===== config.mk =====
export PLATFORM = sky130hd
export DESIGN_NAME = fetch_queue
export DESIGN_NICKNAME = d
export VERILOG_FILES = /design/src/rtl/fetch_queue_pkg.sv /design/src/rtl/fetch_queue.sv
export SDC_FILE = /design/constraint.sdc
export NUM_CORES = 1
export LEC_CHECK = 0
export CAP_MARGIN = 15
export CORE_UTILIZATION = 40
export CTS_BUF_LIST = sky130_fd_sc_hd__clkbuf_4 sky130_fd_sc_hd__clkbuf_8 sky130_fd_sc_hd__clkbuf_16
export DETAILED_ROUTE_END_ITERATION = 8
export GPL_ROUTABILITY_DRIVEN = 0
export PLACE_DENSITY = 0.67
export SYNTH_ARGS = -nofsm -noshare
export SYNTH_HDL_FRONTEND = slang
export SYNTH_SLANG_ARGS = --single-unit

===== constraint.sdc =====
create_clock -name clk -period 3.2 [get_ports clk]
set_input_delay 0.48 -clock clk [delete_from_list [all_inputs] [get_ports clk]]
set_output_delay 0.48 -clock clk [all_outputs]
set_load 0.03 [all_outputs]

===== src/rtl/fetch_queue_pkg.sv =====
// Shared definitions for the fetch queue: exception codes used across the
// pipeline and the layout of one queued fetch entry.
package fetch_queue_pkg;

    // Pipeline-wide exception codes; 0 means the fetch completed cleanly.
    localparam logic [4:0] EXC_NONE = 5'd0;
    localparam logic [4:0] EXC_ADEL = 5'd4;

    // One queued fetch: 32-bit PC, 32-bit instruction, 5-bit exception code (69 bits).
    typedef struct packed {
        logic [31:0] pc;
        logic [31:0] instr;
        logic [4:0]  exc;
    } fq_entry_t;

    // Build the stored entry. An address-error fetch never returned a real
    // instruction, so its word is replaced with 0 (a nop) before storage.
    function automatic fq_entry_t make_entry(input logic [31:0] pc,
                                             input logic [31:0] instr,
                                             input logic [4:0]  exc,
                                             input logic [4:0]  adel_code);
        fq_entry_t e;
        e.pc    = pc;
        e.instr = (exc == adel_code) ? 32'd0 : instr;
        e.exc   = exc;
        return e;
    endfunction

endpackage


===== src/rtl/fetch_queue.sv =====
// Instruction fetch queue between fetch and decode. First-word fall-through
// FIFO with flush, a hold that stops fetching past a faulting entry, and
// zeroed outputs (nop bubble) whenever the queue is empty.
module fetch_queue
    import fetch_queue_pkg::*;
#(
    parameter int         DEPTH    = 4,
    parameter logic [4:0] EXC_ADEL = fetch_queue_pkg::EXC_ADEL
) (
    input  logic                     clk,
    input  logic                     reset,
    input  logic                     flush,
    input  logic                     enq_valid,
    input  logic [31:0]              enq_pc,
    input  logic [31:0]              enq_instr,
    input  logic [4:0]               enq_exc,
    output logic                     enq_ready,
    output logic                     deq_valid,
    input  logic                     deq_ready,
    output logic [31:0]              deq_pc,
    output logic [31:0]              deq_instr,
    output logic [4:0]               deq_exc,
    output logic [$clog2(DEPTH):0]   count
);

    localparam int PTR_W = $clog2(DEPTH);
    localparam int CNT_W = PTR_W + 1;

    fq_entry_t            mem_q [DEPTH];
    logic [PTR_W-1:0]     head_q, head_d;
    logic [PTR_W-1:0]     tail_q, tail_d;
    logic [CNT_W-1:0]     count_q, count_d;
    logic                 exc_hold_q, exc_hold_d;

    logic                 do_enq;
    logic                 do_deq;
    fq_entry_t            head_entry;

    // Handshakes: accept only when there is room, no fault is pending and no flush.
    assign enq_ready = (count_q != CNT_W'(DEPTH)) && !exc_hold_q && !flush;
    assign deq_valid = (count_q != '0);
    assign do_enq    = enq_valid && enq_ready;
    assign do_deq    = deq_valid && deq_ready;
    assign count     = count_q;

    // Head presentation: stale storage is masked to zero when the queue is empty.
    always_comb begin
        // NOTE: every output of a combinational block gets a default first, so no path leaves it unassigned and no latch is inferred.
        deq_pc     = '0;
        deq_instr  = '0;
        deq_exc    = '0;
        head_entry = mem_q[head_q];
        if (deq_valid) begin
            deq_pc    = head_entry.pc;
            deq_instr = head_entry.instr;
            deq_exc   = head_entry.exc;
        end
    end

    // Next-state for pointers, occupancy and the fault hold.
    always_comb begin
        head_d     = head_q;
        tail_d     = tail_q;
        count_d    = count_q;
        exc_hold_d = exc_hold_q;
        if (flush) begin
            head_d     = '0;
            tail_d     = '0;
            count_d    = '0;
            exc_hold_d = 1'b0;
        end else begin
            if (do_enq) begin
                tail_d = tail_q + PTR_W'(1);
                if (enq_exc != EXC_NONE) begin
                    exc_hold_d = 1'b1;
                end
            end
            if (do_deq) begin
                head_d = head_q + PTR_W'(1);
            end
            case ({do_enq, do_deq})
                2'b10:   count_d = count_q + CNT_W'(1);
                2'b01:   count_d = count_q - CNT_W'(1);
                default: count_d = count_q;
            endcase
        end
    end

    // Control state register; synchronous reset wins over flush and traffic.
    always_ff @(posedge clk) begin
        // NOTE: sequential state uses non-blocking assignments so every register samples pre-edge values.
        if (reset) begin
            head_q     <= '0;
            tail_q     <= '0;
            count_q    <= '0;
            exc_hold_q <= 1'b0;
        end else begin
            head_q     <= head_d;
            tail_q     <= tail_d;
            count_q    <= count_d;
            exc_hold_q <= exc_hold_d;
        end
    end

    // Entry storage: written at the tail on an accepted enqueue.
    always_ff @(posedge clk) begin
        // NOTE: storage is deliberately not reset; count gating and output masking keep stale entries invisible.
        if (do_enq) begin
            mem_q[tail_q] <= make_entry(enq_pc, enq_instr, enq_exc, EXC_ADEL);
        end
    end

endmodule

==> impl_results.md, run 1 <==
- Total number of vias: 5544
- Final Hold Vio Count: 0
- Post CTS Setup Buffer Count: 0
- Setup crit end kind: primary output
- Drt initial violations: 312
- DR pass1 iterations: 4
- WP buf/inv: 2
- Clock transition at path regs: ~0.060 ns
- Core ar.: 27200 sq um
- Syn-to-layout area delta: 28.0%
- DPL Wire Length: around 14000 um
- Share of the synthesized area in the top cell type: 0.742
- CTS Hold Buffers Added: 0
- Vias in the first global route: a little over 6000
- Pleak: 4.52 nW
- N_diodes: 0
- Largest net degree at the start of global routing: 44
- Later-pin clock latency in the skew report: approximately 0.54 ns
- Critical path data required time: approximately 2.7 ns
- Count leader, synth: edfxtp_1
- Dpl ws: 0.409 ns
- Root buffer cell: clkbuf_16
- Worst Skew: 0.00974 ns
- Hold crit path type: register to register
- Total routed wirelength: approximately 23000 um
- Slowest stage delay, CP: 0.68 ns
- Setup-failing EPs final: 0
- Synth area leaders: edfxtp_1, mux4_2, and2_1, dfxtp_1, clkbuf_1
- CTS Buffer Depth: 3
- Max Transition Viols Final: 0
- VDD IR max: a little over 500 uV
- Clk sinks: approximately 290
- Gate Count Post-Synth: 536
- Synth Cell Area: 11200 sq um
- CTS tree: done
- Unrepaired setup endpoints after global routing: false
- Setup tns final: 0 ns
- Syn. warnings: 0
- Post-synth ARST share: 0
- H-tree Lvls: 1
- # nets final: 787
- Die width: between 150 and 200 um
- PnR worst setup slack: about 0.15 ns
- CP Max Fanout: 26
- Slowest-stage cell, CP: clkdlybuf4s50_1
- GR Util All Layers: 0.165
- Die Y: around 170 um
- Top cells by count, synth: edfxtp_1, and2_1, mux4_2, clkbuf_1, dfxtp_1
- WP data arrival: 2.57 ns
- Synthesis-stage register bit count: 286
- Die ar.: 28600 sq um
- Status: complete, no violations
- Crit path max-delay family: buffers and inverters
- Initial antenna violation count: 1
- Fmax: 328 MHz
- Max_cap viols: 0
- Wire per inst: 20.8 um
- DRC: 0
- Port Buffers: 147
- Sequential element share of the synthesized area: 0.760
- Final worst path period share: 0.953
- Worst-margin pin slew: 0.483 ns
- Period minus WS final: about 3.0 ns
- Total power: 8.14 mW
- Pwr/cell area: 569 nW/um^2
- Rows: 60
- Post-synth top area cell: edfxtp_1
- Startpoint Class: register
- CP Cell Sequence: or3_4, buf_4, and2_1, clkdlybuf4s50_1
- Synth Area per Inst: 20.8 sq um
- Syn nets: a little over 600
- Rel. slew slack: 0.677
- GRT Residual Overflow: 0
- Number of buffers created by CTS: 30
- Top FF cell, synth: edfxtp_1
- Vias per inst: 5.04
- Initial core utilization: 0.411
- Top Ports: 148
- Post-synth EDFFs: 276
- First-pass GRT wire length: 35200 um
- Worst Path Class, Setup: register to primary output
- Distinct cells, synth: 27
- Layout cell share with drive strength beyond 1: 0.203
- Final ANT Viol Nets: 0
## path summary, 6_finish.rpt
kind | cells after the start | end | slack, ns | from
setup / recovery | 4 | deq_instr[5] | 0.15 | count[1]
hold / removal | 2 | tail_q[1] | 0.52 | tail_q[1]
setup reg to reg | 9 | count[2] | 0.81 | count[2]
hold reg to reg | 2 | tail_q[1] | 0.52 | tail_q[1]
## cells in the final DEF, fill, tap and decap left out, types with 3 or more instances in the layout
master	Yosys	routed
edfxtp_1	276	276
clkdlybuf4s50_1	0	147
and2_1	101	101
mux4_2	69	69
clkbuf_16	0	32
buf_12	2	10
nor2_1	8	8
clkinv_1	0	8
inv_1	7	7
buf_4	0	7
a21oi_1	5	5
ha_1	5	5
dfxtp_1	10	5
and3_4	0	4
xor2_1	4	4
clkbuf_4	0	4
bufinv_16	0	4
clkinv_2	0	4
o21ai_0	3	3
dfxtp_2	0	3
## timing repair
item | 4_1_cts | 5_1_grt
resized for setup | 4 | 1
setup endpoints to repair | 52 | 15
pin swaps | 1 | 0
cloned | 1 | 1
## logic make-up after synthesis
family | after synthesis | synth area share
XOR/XNOR | 4 | 0.00314
adder cells (fa/ha/maj) | 6 | 0.00739
AO/OA/AOI/OAI | 11 | 0.00571
AND/OR/NAND/NOR | 125 | 0.0683
multiplexers | 69 | 0.139
buffers and inverters | 35 | 0.0162
flip-flops | 286 | 0.760
## layer usage
metal	GRT usage	vias to the layer above	part of all wire
met2	0.277	169	0.49
met3	0.0267	30	0.058
met1	0.226	2868	0.44
met4	0.0396	0	0.014
li1	-	2477	-
met5	0	-	0
## registers in the layout, summed over array words and instances, names as in the netlist, named ones only
register	count
count	3
exc_hold_q	1
head_q	2
mem_q	276
tail_q	2
## metrics by stage
| step | hold slack (ns) | area [sq um] | util | instances |
|---|---|---|---|---|
| after floorplan | 0.484 | 11200 | - | 536 |
| after global placement | 0.508 | 13300 | 0.488 | 1045 |
| after detailed placement | 0.517 | 13300 | 0.488 | 1045 |
| after CTS | 0.524 | 14300 | 0.525 | 1100 |
| after global routing | 0.548 | 14300 | 0.526 | 1101 |
| final | 0.521 | 14300 | 0.526 | 1101 |
## power breakdown
part / switching (mW) / internal (mW) / total (mW)
clock network: 1.37 / 2.11 / 3.47
registers: 0.0163 / 4.17 / 4.18
logic: 0.241 / 0.239 / 0.480
## worst register-to-register path, cell delays in order (launching register included)
cell and delay [ns]:
dfxtp_2 0.44, nor3b_1 0.46, nor2_1 0.13, inv_1 0.08, ha_1 0.17, inv_1 0.06, fa_1 0.37, xor2_1 0.16
or3_1 0.31, a21oi_1 0.15
## cell type report
cell class                 instances  area (sq um)
fill                            2186         12900
sequential                       286          8500
multi-input combinational        216          2530
timing repair buffer             166          1780
clock buffer                      35           806
tap                              372           465
clock inverter                    19           194
inverter                           7          26.3
No activity file was read; power rests on OpenSTA's default activity.
==> run 2, diff against run 1 <==
- MAX_ROUTING_LAYER: not set -> met4
- PLACE_DENSITY: 0.67 -> 0.69
- TNS_END_PERCENT: not set -> 5
- clock period: 3.2 -> 2.7 ns (I/O delays scaled with it)
==> impl_results.md, run 2 (synthesis results as in run 1) <==
- Status: complete, no violations (unchanged)
- Top Ports: 148 (unchanged)
- DR pass1 iterations: 6 (was 4)
- Most frequent cells in the layout: edfxtp_1, and2_1, clkdlybuf4s50_1 (was edfxtp_1, clkdlybuf4s50_1, and2_1)
- Layout cell share with drive strength beyond 1: 0.265 (was 0.203)
- Unrepaired setup endpoints after global routing: true (was false)
- Largest register by flop count: mem_q (unchanged)
- Met2 Use GR: 0.268 (was 0.277)
- Final ANT Viol Nets: 0 (unchanged)
- Total number of vias: 5511 (was 5544)
- Combinational power share: 0.059 (about the same)
- CP Max Fanout: 13 (was 26)
- Fmax: approximately 370 MHz
- GR Util All Layers: 0.157 (was 0.165)
- Setup crit end kind: primary output (unchanged)
- Multi-input logic area: 2520 sq um (was 2530 sq um)
- Cell Int Power: 7.40 mW (was 6.51 mW)
- Total routed wirelength: 21800 um (was 22900 um)
- DRC: 0 (unchanged)
- CTS tree: done (unchanged)
- Worst-margin pin slew: 0.567 ns (was 0.483 ns)
- Worst Skew: 0.00916 ns (was 0.00974 ns)
- Setup tns final: 0 ns (unchanged)
- Fin area: 14200 sq um (was 14300 sq um)
- Min-delay src: enq_pc[20] (was tail_q[1])
- Critical path data required time: 2.30 ns (was 2.72 ns)
- Clock transition at path regs: 0.06 ns (about the same)
- Later-pin clock latency in the skew report: 0.53 ns (was 0.54 ns)
- Pleak: 4.69 nW (was 4.52 nW)
- VDD IR max: 501 uV (was 510 uV)
- Flop pwr share: 0.536 (was 0.514)
- Pwr/cell area: 652 nW/um^2 (was 569 nW/um^2)
- Worst Path Class, Setup: register to primary output (unchanged)
- Max_cap viols: 0 (unchanged)
- Placed cell areas: 13200 sq um (was 13300 sq um)
- CTS Buffer Depth: 3 (unchanged)
- Die width: 169 um (unchanged)
- Hold crit path type: primary input to register (was register to register)
- Die Y: 169 um (unchanged)
- Final core utilization: 0.522 (was 0.526)
- Initial core utilization: 0.411 (unchanged)
- Die ar.: 28600 sq um (unchanged)
- Number of buffers created by CTS: 29 (was 30)
- # nets final: 792 (was 787)
- Rel. slew slack: 0.619 (was 0.677)
- Core ar.: 27200 sq um (unchanged)
- Fill cell count: 2222 (was 2186)
- Switching share of power: 0.200 (about the same)
- Vias per inst: 4.98 (was 5.04)
- Drt initial violations: 271 (was 312)
- Register Area: 8500 sq um (about the same)
- GR Util met3: 0.0250 (was 0.0267)
- Clk sinks: 286 (unchanged)
- GRT Residual Overflow: 0 (unchanged)
- Vias in the first global route: 6081 (was 6065)
- First-pass GRT wire length: 33100 um (was 35200 um)
- Startpoint Class: register (unchanged)
- Period minus WS final: 2.67 ns
- Setup-failing EPs final: 0 (unchanged)
- Root buffer cell: clkbuf_16 (unchanged)
- Largest net degree at the start of global routing: 43 (was 44)
- Port Buffers: 147 (unchanged)
- Final worst path period share: 0.990
- Wire per inst: 19.7 um (was 20.8 um)
- WP data arrival: 2.27 ns (was 2.57 ns)
- Most common cell after layout, fill and taps aside: edfxtp_1 (unchanged)
- WHS: 0.510 ns (was 0.521 ns)
- Syn-to-layout area delta: 27.0% (was 28.0%)
- Final Hold Vio Count: 0 (unchanged)
- Reg-to-Reg Start: count[2] (unchanged)
- Power share of the clock group: 0.406 (was 0.427)
- Psw: 1.85 mW (was 1.62 mW)
- Rows: 60 (unchanged)
- Max Transition Viols Final: 0 (unchanged)
- H-tree Lvls: 1 (unchanged)
- DPL Wire Length: 12800 um (was 13600 um)
- Met1 GRT Util: 0.195 (was 0.226)
- Initial antenna violation count: 1 (unchanged)
- Most Crowded Layer GR: met2 (unchanged)
- Largest register FFs: 276 (unchanged)
run 2: changes by cell type in the layout (fill, tap and decap cells not counted), sizes merged:
cell	before	now
bufinv	4	2
buf	18	29
diode	0	1
clkbuf	36	59
clkinvlp	2	0
clkinv	13	15
dlygate4sd2	0	23
clkdlybuf4s15	0	20
clkdlybuf4s50	147	77
or3	3	2
run 2: critical path, cell delays in order, from the launching register on:
cell,delay [ns]
dfxtp_4,0.38
buf_4,0.17
clkbuf_16,0.21
mux4_2,0.51
and2_1,0.18
clkdlybuf4s15_2,0.28
run 2: worst paths after layout:
check / endpoint / slack (ns) / depth (start not counted)
setup reg to reg: count[2] / 0.23 / 9
hold / removal: mem_q[2][57] / 0.51 / 1
setup / recovery: deq_instr[31] / 0.03 / 5
hold reg to reg: tail_q[1] / 0.53 / 2
run 2: power groups by stage:
stage | clock, mW | sequential [mW] | combinational [mW]
after floorplan | 0 | 5.05 | 0.274
after global placement | 0 | 5.04 | 0.545
after detailed placement | 0 | 5.05 | 0.561
after CTS | 3.84 | 4.95 | 0.542
after global routing | 4.01 | 4.96 | 0.582
final | 3.75 | 4.95 | 0.542
run 2: what timing repair did:
| action | CTS | global route |
|---|---|---|
| buffers inserted | 0 | 6 |
| hold buffers | 0 | 0 |
| setup endpoints to repair | 64 | 56 |
| gates resized for setup | 106 | 45 |
| gates cloned | 0 | 3 |
run 2: layout make-up:
cell class	instances	area share
Timing Repair Buffer	173	0.125
Antenna cell	1	0.000176
Clock inverter	17	0.00891
Multi-Input combinational cell	215	0.178
Inverter	7	0.00185
Clock buffer	35	0.0543
Sequential cell	286	0.599
Tap cell	372	0.0328
run 2: stage by stage:
step           cells  setup slack [ns]  power, mW
2_1_floorplan    536            -0.235       5.32
3_3_place_gp    1044             0.153       5.59
3_5_place_dp    1044            0.0236       5.61
4_1_cts         1096           -0.0742       9.33
5_1_grt         1106           -0.0502       9.55
6_report        1106            0.0275       9.25
run 2: per-layer routing:
layer  part of all wire  vias to the layer above
li1                   -                     2482
met1               0.42                     2844
met2               0.51                      152
met3              0.047                       33
met4              0.019                        0
met5                  0                        -
